### src/rtl/phys_reg_free_list_pkg.sv
// Shared configuration and types for the physical-register free list.
// Holds the default register-file geometry and the register/pointer typedefs.
package phys_reg_free_list_pkg;

    localparam int PROJ_NUM_PHYS_REGS = 64;
    localparam int PROJ_NUM_ARCH_REGS = 32;
    localparam int PROJ_LOG_PHYS      = 6;

    // Physical register tag.
    typedef logic [PROJ_LOG_PHYS-1:0] phys_reg_t;

    // Free-list pointer: the extra MSB is the wrap bit that separates full from empty.
    typedef logic [PROJ_LOG_PHYS:0] fl_ptr_t;

endpackage

### src/rtl/phys_reg_free_list_if.sv
// Rename / retire / flush port bundle of the physical-register free list.
// The master side is the pipeline; the slave side is the free list itself.
interface phys_reg_free_list_if
    import phys_reg_free_list_pkg::*;
#(
    parameter int LOG_PHYS = PROJ_LOG_PHYS
) ();

    logic                Alloc_req;
    logic                Retire_valid;
    logic [LOG_PHYS-1:0] Retire_old_phys;
    logic                Flush;
    logic [LOG_PHYS-1:0] Free_phys_reg;
    logic                Free_reg_avail;
    logic [LOG_PHYS:0]   Free_count;
    logic                Error;

    modport master (
        output Alloc_req, Retire_valid, Retire_old_phys, Flush,
        input  Free_phys_reg, Free_reg_avail, Free_count, Error
    );

    modport slave (
        input  Alloc_req, Retire_valid, Retire_old_phys, Flush,
        output Free_phys_reg, Free_reg_avail, Free_count, Error
    );

endinterface

### src/rtl/phys_reg_free_list_ram.sv
// Free-list storage: NUM_PHYS x LOG_PHYS, one async read, one sync write.
// Reset loads the non-architectural registers NUM_ARCH.. in order; the rest read 0.
module phys_reg_free_list_ram
    import phys_reg_free_list_pkg::*;
#(
    parameter int NUM_PHYS = PROJ_NUM_PHYS_REGS,
    parameter int NUM_ARCH = PROJ_NUM_ARCH_REGS,
    parameter int LOG_PHYS = PROJ_LOG_PHYS
) (
    input  logic                CLK,
    input  logic                RESET,
    input  logic                wr_en_s,
    input  logic [LOG_PHYS-1:0] wr_addr_s,
    input  logic [LOG_PHYS-1:0] wr_data_s,
    input  logic [LOG_PHYS-1:0] rd_addr_s,
    output logic [LOG_PHYS-1:0] rd_data_s
);

    logic [LOG_PHYS-1:0] mem_r [NUM_PHYS];

    // Storage array with reset image and single write port.
    always_ff @(posedge CLK or negedge RESET) begin
        if (!RESET) begin
            for (int i = 0; i < NUM_PHYS; i++) begin
                if (i < NUM_PHYS - NUM_ARCH) begin
                    mem_r[i] <= LOG_PHYS'(NUM_ARCH + i);
                end else begin
                    mem_r[i] <= {LOG_PHYS{1'b0}};
                end
            end
        end else if (wr_en_s) begin
            mem_r[wr_addr_s] <= wr_data_s;
        end else begin
            mem_r <= mem_r;
        end
    end

    assign rd_data_s = mem_r[rd_addr_s];

endmodule

### src/rtl/phys_reg_free_list.sv
// Physical-register free list: circular buffer with one tail and two heads
// (speculative for Rename, committed for retire) with single-cycle flush recovery.
module phys_reg_free_list
    import phys_reg_free_list_pkg::*;
#(
    parameter int NUM_PHYS = PROJ_NUM_PHYS_REGS,
    parameter int NUM_ARCH = PROJ_NUM_ARCH_REGS,
    parameter int LOG_PHYS = PROJ_LOG_PHYS
) (
    input  logic                 CLK,
    input  logic                 RESET,
    phys_reg_free_list_if.slave  bus
);

    localparam logic [LOG_PHYS:0] PTR_ZERO = {(LOG_PHYS+1){1'b0}};
    localparam logic [LOG_PHYS:0] PTR_ONE  = {{LOG_PHYS{1'b0}}, 1'b1};
    localparam logic [LOG_PHYS:0] TAIL_RST = (LOG_PHYS+1)'(NUM_PHYS - NUM_ARCH);
    localparam logic [LOG_PHYS:0] CNT_FULL = (LOG_PHYS+1)'(NUM_PHYS);

    logic [LOG_PHYS:0]   spec_head_r;
    logic [LOG_PHYS:0]   commit_head_r;
    logic [LOG_PHYS:0]   tail_r;
    logic                error_r;

    logic [LOG_PHYS:0]   spec_cnt_s;
    logic [LOG_PHYS:0]   commit_cnt_s;
    logic [LOG_PHYS:0]   spec_head_nxt_s;
    logic [LOG_PHYS:0]   commit_head_nxt_s;
    logic                alloc_s;
    logic                alloc_err_s;
    logic                commit_s;
    logic                commit_err_s;
    logic                push_s;
    logic                ovf_err_s;
    logic [LOG_PHYS-1:0] rd_data_s;

    phys_reg_free_list_ram #(
        .NUM_PHYS (NUM_PHYS),
        .NUM_ARCH (NUM_ARCH),
        .LOG_PHYS (LOG_PHYS)
    ) u_ram (
        .CLK       (CLK),
        .RESET     (RESET),
        .wr_en_s   (push_s),
        .wr_addr_s (tail_r[LOG_PHYS-1:0]),
        .wr_data_s (bus.Retire_old_phys),
        .rd_addr_s (spec_head_r[LOG_PHYS-1:0]),
        .rd_data_s (rd_data_s)
    );

    // Event qualification and next-pointer selection; flush overrides allocation.
    always_comb begin
        spec_cnt_s        = tail_r - spec_head_r;
        commit_cnt_s      = tail_r - commit_head_r;
        alloc_s           = 1'b0;
        alloc_err_s       = 1'b0;
        commit_s          = 1'b0;
        commit_err_s      = 1'b0;
        push_s            = 1'b0;
        ovf_err_s         = 1'b0;
        commit_head_nxt_s = commit_head_r;
        spec_head_nxt_s   = spec_head_r;

        if (bus.Alloc_req && !bus.Flush) begin
            if (spec_cnt_s != PTR_ZERO) begin
                alloc_s = 1'b1;
            end else begin
                alloc_err_s = 1'b1;
            end
        end else begin
            alloc_s = 1'b0;
        end

        if (bus.Retire_valid) begin
            // Decisions use pre-update pointers, so a same-cycle release never feeds an alloc.
            if (commit_head_r != spec_head_r) begin
                commit_s = 1'b1;
            end else begin
                commit_err_s = 1'b1;
            end
            if (commit_cnt_s != CNT_FULL) begin
                push_s = 1'b1;
            end else begin
                ovf_err_s = 1'b1;
            end
        end else begin
            push_s = 1'b0;
        end

        if (commit_s) begin
            commit_head_nxt_s = commit_head_r + PTR_ONE;
        end else begin
            commit_head_nxt_s = commit_head_r;
        end

        if (bus.Flush) begin
            spec_head_nxt_s = commit_head_nxt_s;
        end else if (alloc_s) begin
            spec_head_nxt_s = spec_head_r + PTR_ONE;
        end else begin
            spec_head_nxt_s = spec_head_r;
        end
    end

    // Pointer state and sticky protocol-error flag.
    always_ff @(posedge CLK or negedge RESET) begin
        if (!RESET) begin
            spec_head_r   <= PTR_ZERO;
            commit_head_r <= PTR_ZERO;
            tail_r        <= TAIL_RST;
            error_r       <= 1'b0;
        end else begin
            spec_head_r   <= spec_head_nxt_s;
            commit_head_r <= commit_head_nxt_s;
            if (push_s) begin
                tail_r <= tail_r + PTR_ONE;
            end else begin
                tail_r <= tail_r;
            end
            error_r <= error_r | alloc_err_s | commit_err_s | ovf_err_s;
        end
    end

    assign bus.Free_phys_reg  = rd_data_s;
    assign bus.Free_count     = spec_cnt_s;
    assign bus.Free_reg_avail = (spec_cnt_s != PTR_ZERO);
    assign bus.Error          = error_r;

endmodule

### src/flat_wrapper.sv
// flat-port wrapper written by rule: the top's interface ports become plain ports
module phys_reg_free_list_flat import phys_reg_free_list_pkg::*;
#(
    parameter int NUM_PHYS = PROJ_NUM_PHYS_REGS,
    parameter int NUM_ARCH = PROJ_NUM_ARCH_REGS,
    parameter int LOG_PHYS = PROJ_LOG_PHYS
)
  (CLK, RESET, bus_Alloc_req, bus_Retire_valid, bus_Retire_old_phys, bus_Flush, bus_Free_phys_reg, bus_Free_reg_avail, bus_Free_count, bus_Error);
  phys_reg_free_list_if #(.LOG_PHYS(LOG_PHYS)) bus_i ();
  input  logic CLK;
  input  logic RESET;
  input wire logic [$bits(bus_i.Alloc_req)-1:0] bus_Alloc_req;
  input wire logic [$bits(bus_i.Retire_valid)-1:0] bus_Retire_valid;
  input wire logic [$bits(bus_i.Retire_old_phys)-1:0] bus_Retire_old_phys;
  input wire logic [$bits(bus_i.Flush)-1:0] bus_Flush;
  output wire logic [$bits(bus_i.Free_phys_reg)-1:0] bus_Free_phys_reg;
  output wire logic [$bits(bus_i.Free_reg_avail)-1:0] bus_Free_reg_avail;
  output wire logic [$bits(bus_i.Free_count)-1:0] bus_Free_count;
  output wire logic [$bits(bus_i.Error)-1:0] bus_Error;
  assign bus_i.Alloc_req = bus_Alloc_req;
  assign bus_i.Retire_valid = bus_Retire_valid;
  assign bus_i.Retire_old_phys = bus_Retire_old_phys;
  assign bus_i.Flush = bus_Flush;
  assign bus_Free_phys_reg = bus_i.Free_phys_reg;
  assign bus_Free_reg_avail = bus_i.Free_reg_avail;
  assign bus_Free_count = bus_i.Free_count;
  assign bus_Error = bus_i.Error;
  phys_reg_free_list #(.NUM_PHYS(NUM_PHYS), .NUM_ARCH(NUM_ARCH), .LOG_PHYS(LOG_PHYS)) u_core (.CLK(CLK), .RESET(RESET), .bus(bus_i));
endmodule
### config.mk
export PLATFORM = sky130hd
export DESIGN_NAME = phys_reg_free_list_flat
export DESIGN_NICKNAME = d
export VERILOG_FILES = /design/src/rtl/phys_reg_free_list_pkg.sv /design/src/rtl/phys_reg_free_list_if.sv /design/src/rtl/phys_reg_free_list_ram.sv /design/src/rtl/phys_reg_free_list.sv /design/src/flat_wrapper.sv
export SDC_FILE = /design/constraint.sdc
export NUM_CORES = 1
export LEC_CHECK = 0
export CAP_MARGIN = 20
export CORE_AREA = 2 2 267 269
export CTS_CLUSTER_SIZE = 30
export DETAILED_ROUTE_END_ITERATION = 12
export DIE_AREA = 0 0 269 271
export PLACE_DENSITY = 0.5
export SYNTH_ARGS = -nofsm -noshare
export SYNTH_HDL_FRONTEND = slang
export SYNTH_SLANG_ARGS = --single-unit
export TNS_END_PERCENT = 30
### constraint.sdc
create_clock -name CLK -period 9.03 [get_ports CLK]
set_clock_uncertainty 0.1 [all_clocks]
set_input_delay 2.2575 -clock CLK [delete_from_list [all_inputs] [get_ports CLK]]
set_output_delay 2.2575 -clock CLK [all_outputs]
set_load 0.02 [all_outputs]
* After elaboration in Yosys (flattened, before gate mapping) *
Cells that the tools add are included.

storage, ports and cells
  register bits = 406
  bits of input ports = 11
  output and inout port bits = 15
  word-level logic and storage cells = 109

operators by class
  $add $sub $neg = 5
  $lt $le $gt $ge = 3
  equality and inequality tests = 2
  mux-type cells = 21
  bitwise gates (word level) = 5
  reduce and logical (&&, ||, !) cells = 5

operators with widths
  cell                                                                  number
  384-bit bitwise mux                                                   1
  6-bit binary-select mux with 6-bit select                             1
  6-bit demux with 6-bit select                                         1
  7-bit by 1-bit adder with 7-bit output, second input constant         3
  7-bit two-way mux                                                     3
  6-bit two-way mux                                                     3
  7-bit greater-or-equal comparator, second input constant              2
  6-bit inverter with 7-bit output                                      2
  7-bit subtractor                                                      2
  1-bit two-way mux                                                     12
  7-bit by 1-bit < comparator with 1-bit output, second input constant  1
  7-bit != test                                                         1
  7-bit != test, second input constant                                  1
  7-bit nonzero test                                                    1
  1-bit OR                                                              3
  1-bit logical AND                                                     2
  2-bit nonzero test                                                    1
  1-bit logical NOT                                                     1

* Longest topological paths before layout *
Gate-level depths: netlist (run 1).

  depth after elaboration = 7
  depth in mapped cells = 14
  mapped depth without buffers = 11

* Hierarchy *
From an unflattened synthesis (run 1), not the netlist that was laid out.

unflattened totals
  cell total of the unflattened synthesis = 1341
  area total of the unflattened synthesis = 19646.3 um2

modules (own cells, without submodules)
  module                  instances  cells an instance  area an instance (um2)  seq. area each (um2)
  phys_reg_free_list_ram  1          1151               17934.7                 9749.4
  phys_reg_free_list      1          190                1711.6                  551.8

* Worst setup path after synthesis (run 1) *
OpenSTA, ideal clock, no wires.

  path kind = flip-flop to output port
  start point = reg u_core.tail_r[0]
  end point = out bus_Free_reg_avail
  data arrival time = 3484 ps
  data required time = 6673 ps
  slack = 3189 ps
  cell stages (with the launch flop) = 13
  buffers on the path = 3
  path through = dfrtp_1 -> inv_1 -> buf_1 -> ha_1 -> inv_1 -> fa_1 -> a211oi_2 -> o21bai_1 -> a21oi_1 -> xnor2_1 -> or4_1 -> buf_2 -> buf_6

between the ends
  longest elaborated chain between the ends = 2

ends and longest elaborated chain
  item                    RTL line                   source
  start, declared         phys_reg_free_list.sv:22   logic [LOG_PHYS:0] tail_r;
  start signal, assigned  phys_reg_free_list.sv:116  tail_r <= tail_r + PTR_ONE;
  start signal, assigned  phys_reg_free_list.sv:118  tail_r <= tail_r;
  7-bit subtractor        phys_reg_free_list.sv:53   spec_cnt_s = tail_r - spec_head_r;
  net bus_Free_count[6]   flat_wrapper.sv:18         output wire logic [$bits(bus_i.Free_count)-1:0] bus_Free_count;
  7-bit nonzero test      phys_reg_free_list.sv:126  assign bus.Free_reg_avail = (spec_cnt_s != PTR_ZERO);
  end, declared           flat_wrapper.sv:17         output wire logic [$bits(bus_i.Free_reg_avail)-1:0] bus_Free_reg_avail;

The timed path passes the listed nets, and every way through them passes these cells.

* Worst setup path after layout (run 1) *
  start point = reg u_core.spec_head_r[1]
  end point = out bus_Free_phys_reg[5]

between the ends
  longest elaborated chain between the ends = 4

ends and longest elaborated chain
  item                                                    RTL line                      source
  start, declared                                         phys_reg_free_list.sv:20      logic [LOG_PHYS:0] spec_head_r;
  start signal, assigned                                  phys_reg_free_list.sv:113     spec_head_r <= spec_head_nxt_s;
  6-bit inverter with 7-bit output (not written as such)  phys_reg_free_list_ram.sv:38  assign rd_data_s = mem_r[rd_addr_s];
  6-bit binary-select mux with 6-bit select               phys_reg_free_list_ram.sv:38
  6-bit two-way mux (not written as such) (2 in series)   phys_reg_free_list_ram.sv:38
  end, declared                                           flat_wrapper.sv:16            output wire logic [$bits(bus_i.Free_phys_reg)-1:0] bus_Free_phys_reg;

Every way passes these cells. The select of a mux whose other input is x is not followed.

==> results of run 1 <==
## metal layers
| layer | vias up | part of all wire [%] |
|---|---|---|
| li1 | 4833 | - |
| met1 | 6107 | 47 |
| met2 | 218 | 47 |
| met3 | 74 | 3.6 |
| met4 | 2 | 2.2 |
| met5 | - | 0.025 |
## state kept, by name (all words and copies together) (netlist names)
| register | cells |
|---|---|
| u_core.commit_head_r | 7 |
| u_core.u_ram.mem_r | 384 |
| u_core.bus.Error | 1 |
| u_core.spec_head_r | 7 |
| u_core.tail_r | 7 |
## Yosys cell counts, types with 3 or more instances
library cell  instances
a21oi_1               4
a22oi_1              13
a31oi_1               4
and3_1                4
buf_1                18
buf_2                16
buf_4                 8
buf_6                36
clkbuf_1             57
dfrtp_1             293
dfstp_2             113
ha_1                 15
inv_1                13
mux2_2              293
mux2_4               92
mux2i_1               4
mux4_2              120
nand2_1              22
nand2b_1              3
nand3_1               7
nand3b_1              5
nand4_1               7
nor2_1               18
nor3_1                7
nor4_4               27
o21ai_0               4
or3_1                 3
or4_1                11
or4_4                28
xnor2_1              11
xor2_1               16
## where the power goes
group	internal, W	switching, W	leakage (nW)	total, W
clock	0.00113	0.000799	0.767	0.00193
sequential	0.00257	0.000505	5.06	0.00307
combinational	0.00157	0.00139	4.12	0.00296
total	0.00526	0.00270	9.95	0.00796
## worst reg2reg max path, delay by kind of cell (launching register included)
| family | cells | cell delay, ns |
|---|---|---|
| compound gates | 4 | 1.00 |
| fa+ha+maj | 1 | 0.38 |
| buf+inv | 2 | 0.96 |
| flops | 1 | 0.43 |
| mux | 2 | 0.58 |
| simple gates | 1 | 0.65 |
## stage by stage
step | setup slack (ns) | total power, W
3_5_place_dp | 2.68 | 0.00609
4_1_cts | 2.04 | 0.00805
6_report | 2.14 | 0.00796
2_1_floorplan | 3.19 | 0.00511
5_1_grt | 1.92 | 0.00839
3_3_place_gp | 2.72 | 0.00603
## final timing paths
| kind | start | endpoint | slack, ns | depth (start not counted) |
|---|---|---|---|---|
| worst min register to register | u_core.bus.Error$_DFF_PN0_ | u_core.bus.Error$_DFF_PN0_ | 0.37 | 1 |
| worst max register to register | u_core.tail_r[3]$_DFFE_PN0P_ | u_core.u_ram.mem_r[243]$_DFFE_PN0P_ | 4.85 | 10 |
| worst max-delay path | u_core.spec_head_r[1]$_DFFE_PN0P_ | bus_Free_phys_reg[5] | 2.14 | 6 |
| max in group asynchronous | RESET | u_core.u_ram.mem_r[182]$_DFFE_PN0P_ | 5.79 | 2 |
| min in group asynchronous | RESET | u_core.u_ram.mem_r[74]$_DFFE_PN0P_ | 1.56 | 1 |
| worst min-delay path | u_core.bus.Error$_DFF_PN0_ | u_core.bus.Error$_DFF_PN0_ | 0.37 | 1 |
## cell families (layout without fill, tap and decap cells)
logic type / count (synthesis) / in the layout / share of synthesized area, %
muxes: 509 / 509 / 35.7
DFF: 406 / 406 / 49.5
and+or+nand+nor: 155 / 155 / 6.94
buffers and inverters: 150 / 146 / 4.24
AOI/OAI and AO/OA: 41 / 41 / 1.53
xor gates and xnor gates: 27 / 27 / 1.14
adders and majority gates: 16 / 16 / 0.998
## placed cells by master (no fill, tap or decap), types with 16 or more instances in the layout
master,count
buf_4,17
dfstp_2,113
nor4_4,27
nand2_1,22
dfrtp_1,291
clkdlybuf4s50_1,18
nor2_1,18
mux4_2,120
mux2_4,92
or4_4,28
clkbuf_16,46
mux2_2,293
xor2_1,16
## area by class of cell
| cell class | instances | share of cell area (%) |
|---|---|---|
| clock buffers | 61 | 5.44 |
| clock inverters | 25 | 1.22 |
| inverters | 15 | 0.243 |
| multi-input cells | 748 | 41.6 |
| flip-flops and latches | 406 | 44.6 |
| well taps | 940 | 5.09 |
| repair buffers | 45 | 1.79 |
==> metrics.txt, run 1 <==
outcome=completed; grt met1 use=20.5%; synthesized area=20800 sq um; Crit Path Class=flip-flop to output port; VDD IR max=0.000248 V; CP Capture Type=output port; Root Buffer=clkbuf_16; vias in the first global route=12007; Die Ht=271 um; Critical Path RT=6.67 ns; hold_buf cts=0; CP max stage cell=dfrtp_4; Crit path top cell by count=mux4_2; total global-route track usage=14.6%; initial core utilization=29.8%; CTS tree=yes; num ports=26; # Post-CTS Setup Buffers=0; #FFs+latches synth=406; post-synthesis sequential area ratio=49.5%; Inserted Clock Buffers=46; WL/cell=23.3 um; GRT Max-Usage Layer=met2; post-layout min period=6.89 ns; Global Route met2 Usage=23.1%; final hold slack=0.373 ns; Slew HR=27.3%; crit-path cells=buf_4, mux4_2, mux4_2, a22oi_1, nand2_1, clkdlybuf4s50_1; synth unique cells=55; syn avg cell area=16.0 sq um; Reg clk slew, reported paths=0.06 ns; Routed Antenna Nets=0; core area=69800 sq um; clock buffer depth=3; Post-DP Area=21600 sq um; highest clock rate=0.145 GHz; vias per cell=5.02; Area Growth Syn to Fin=11.1%; NumNets Final=1289; pwr/cell area=344 nW/um^2; crit-path max cell delay=1.08 ns; drt pass-1 iters=5; Reg area=10300 sq um; Tcrit/Tclk final=76.3%; Bufs and invs on worst path=2; maxcap violations=0; Synth Instances=1304; die area=72900 sq um; layout cells sized above 1=60.8%; Worst Hold Class=flip-flop to flip-flop; Placer Congestion=0.786; ys async rst share=100%; crit path DAT=4.53 ns; non-filler instance count after layout=2240; final hold viol count=0; initial antenna violation count=1; first-pass GRT wire length=80100 um; area of the multi-input gates=9630 sq um; worst-path fanout max=61; LEAKAGE=9.95 nW; placed insts=2154; M3 GR Usage=2.34%; Finished Cell Area=23100 sq um; crit start category=flip-flop; CTS resizes=0; Ys Warns=0; drt drc=0; std cell rows=97; Vias=11234; grt ovf=0; number of diodes=0; Worst Tran Pin Value=1.09 ns; initial detailed-routing violation count=669; Most used DFF post-synth=dfrtp_1; cell taking the most area after synthesis=dfrtp_1; Layout Utilization=33.1%; largest net degree at the start of global routing=169; DPL Wire Length=31400 um; clock sinks=406; Total Wirelength=52100 um; clk_lat worst skew=0.59 ns; fill count=6696; synth top area cells=dfrtp_1 (35%), mux2_2 (16%), dfstp_2 (14%), mux4_2 (13%), mux2_4 (6.6%); syn_nets=1331; final setup TNS=0 ns; RSZ-0062 raised after global routing=no; Die W=269 um; Max H-tree Level=2; Setup violations, final=0; Final Max Tran Viols=0; top cell type's share of synthesized area=35.2%; number of synthesized flops with an enable pin=0; delay-heaviest family, CP=buffers and inverters; Port-buffer cells=25
(Power assumes the default switching activity.)
==> run 2, diff against run 1 <==
- clock period: 9.03 -> 7 ns (I/O delays scaled with it)
==> run 2 against run 1 <==
Compared with the run above:
- design area increased by 0.24%
- critical path depth did not move
- clock power grew 31%
- first-iteration DRC count shrank 20%
- worst setup slack got worse by 1.2 ns
- final cell count shrank 0.13%
- register-to-register slack got worse by 2.5 ns
- sequential share of layout area fell by 0.11 points
- critical path type unchanged
==> metrics.txt, run 2 (synthesis gave the netlist of run 1 again) <==
pwr/cell area=442 nW/um^2 (was 344 nW/um^2); initial antenna violation count=2 (was 1); Inserted Clock Buffers=46 (unchanged); Total Wirelength=50200 um (was 52100 um); final setup TNS=0 ns (unchanged); largest reg by FF count=u_core.u_ram.mem_r (unchanged); max reg flops=384 (unchanged); post-route setup slack=0.937 ns (was 2.14 ns); non-filler instance count after layout=2237 (was 2240); Worst Tran Pin Value=0.993 ns (was 1.09 ns); worst slack at placement=1.45 ns (was 2.68 ns); Tcrit/Tclk final=86.6%; placed insts=2153 (was 2154); drt drc=0 (unchanged); vias in the first global route=12042 (was 12007); Placer Congestion=0.758 (was 0.786); hold_buf cts=0 (unchanged); VDD IR max=0.000405 V (was 0.000248 V); crit-path max cell delay=0.73 ns (was 1.08 ns); CTS tree=yes (unchanged); RSZ-0062 raised after global routing=no (unchanged); worst-path fanout max=79 (was 61); clk_lat worst skew=0.58 ns (was 0.59 ns); number of diodes=0 (unchanged); outcome=completed (unchanged); grt ovf=0 (unchanged); most frequent cells in the layout=mux2_2 (293), dfrtp_1 (291), mux4_2 (120) (unchanged); Final Max Tran Viols=0 (unchanged); # Post-CTS Setup Buffers=0 (unchanged); commonest non-fill, non-tap cell in the layout=mux2_2 (unchanged); initial core utilization=29.8% (unchanged); Routed Antenna Nets=0 (unchanged); drt pass-1 iters=5 (unchanged); Reg clk slew, reported paths=0.06 ns (about the same); final hold viol count=0 (unchanged); DPL Wire Length=30500 um (was 31400 um); Slew HR=33.6% (was 27.3%); NumNets Final=1288 (was 1289); crit start category=flip-flop (unchanged); highest clock rate=0.165 GHz; Critical Path RT=5.15 ns (was 6.67 ns); CP Capture Type=output port (unchanged); Worst Hold Class=flip-flop to flip-flop (unchanged); Area Growth Syn to Fin=11.4% (was 11.1%); Port-buffer cells=25 (unchanged); Vias=11074 (was 11234); num ports=26 (unchanged); vias per cell=4.95 (was 5.02); maxcap violations=0 (unchanged); Root Buffer=clkbuf_16 (unchanged); Die W=269 um (unchanged); Crit path top cell by count=mux4_2 (unchanged); std cell rows=97 (unchanged); CP max stage cell=dfrtp_4 (unchanged); largest net degree at the start of global routing=137 (was 169); initial detailed-routing violation count=538 (was 669); Max H-tree Level=2 (unchanged); core area=69800 sq um (unchanged); crit path DAT=4.21 ns (was 4.53 ns); post-layout min period=6.06 ns; Die Ht=271 um (unchanged); first-pass GRT wire length=78100 um (was 80100 um); crit-path cells=buf_12, mux4_2, mux4_2, a22oi_1, nand2_1, clkdlybuf4s50_1 (was buf_4, mux4_2, mux4_2, a22oi_1, nand2_1, clkdlybuf4s50_1); total global-route track usage=14.1% (was 14.6%); layout cells sized above 1=60.5% (was 60.8%); clock sinks=406 (unchanged); clock buffer depth=3 (unchanged); die area=72900 sq um (unchanged); Setup violations, final=0 (unchanged); WL/cell=22.4 um (was 23.3 um); CTS resizes=0 (unchanged); LEAKAGE=9.97 nW (was 9.95 nW); Crit Path Class=flip-flop to output port (unchanged)
-- run 2: path summary, 6_finish.rpt --
| path | to | slack (ns) | cells past startpoint | from |
|---|---|---|---|---|
| min in group asynchronous | u_core.u_ram.mem_r[35]$_DFFE_PN0P_ | 1.06 | 1 | RESET |
| max in group asynchronous | u_core.spec_head_r[0]$_DFFE_PN0P_ | 4.41 | 2 | RESET |
| worst max register to register | u_core.u_ram.mem_r[243]$_DFFE_PN0P_ | 2.32 | 11 | u_core.tail_r[0]$_DFFE_PN0P_ |
| worst min register to register | u_core.bus.Error$_DFF_PN0_ | 0.36 | 1 | u_core.bus.Error$_DFF_PN0_ |
| worst min-delay path | u_core.bus.Error$_DFF_PN0_ | 0.36 | 1 | u_core.bus.Error$_DFF_PN0_ |
| worst max-delay path | bus_Free_phys_reg[0] | 0.94 | 6 | u_core.spec_head_r[0]$_DFFE_PN0P_ |
-- run 2: critical path, delay by kind of cell, from the launching register on --
kind | cells | cell delay, ns
mux | 2 | 1.15
simple gates | 1 | 0.16
buf+inv | 2 | 1.11
flops | 1 | 0.73
compound gates | 1 | 0.29
-- run 2: area by class of cell --
class,instances,area (sq um)
clock buffer,75,1460
clock inverter,9,126
fill,6704,46600
inverter,15,56.3
multi-input combinational,748,9630
sequential,406,10300
tap,940,1180
timing repair buffer,44,418
-- run 2: metal layers --
layer / GRT usage [%] / share of wire [%] / vias up
li1: - / - / 4813
met2: 22.4 / 47 / 161
met1: 19.9 / 47 / 6026
met5: 0 / 0.026 / -
met4: 3.61 / 2.3 / 2
met3: 2.31 / 3.5 / 72
-- run 2: through the flow --
stage | hold slack, ns | util [%] | cell area, sq um | power (W)
finish | 0.358 | 33.2 | 23200 | 0.0102
global route | 0.405 | 33.2 | 23200 | 0.0108
CTS | 0.365 | 33.2 | 23200 | 0.0104
detailed placement | 0.353 | 30.9 | 21600 | 0.00783
global placement | 0.349 | 30.9 | 21600 | 0.00775
floorplan | 0.374 | - | 20800 | 0.00659
-- run 2: where the power goes --
group | switching [W] | internal [W]
clock | 0.000985 | 0.00153
sequential | 0.000533 | 0.00331
combinational | 0.00186 | 0.00202
total | 0.00338 | 0.00687
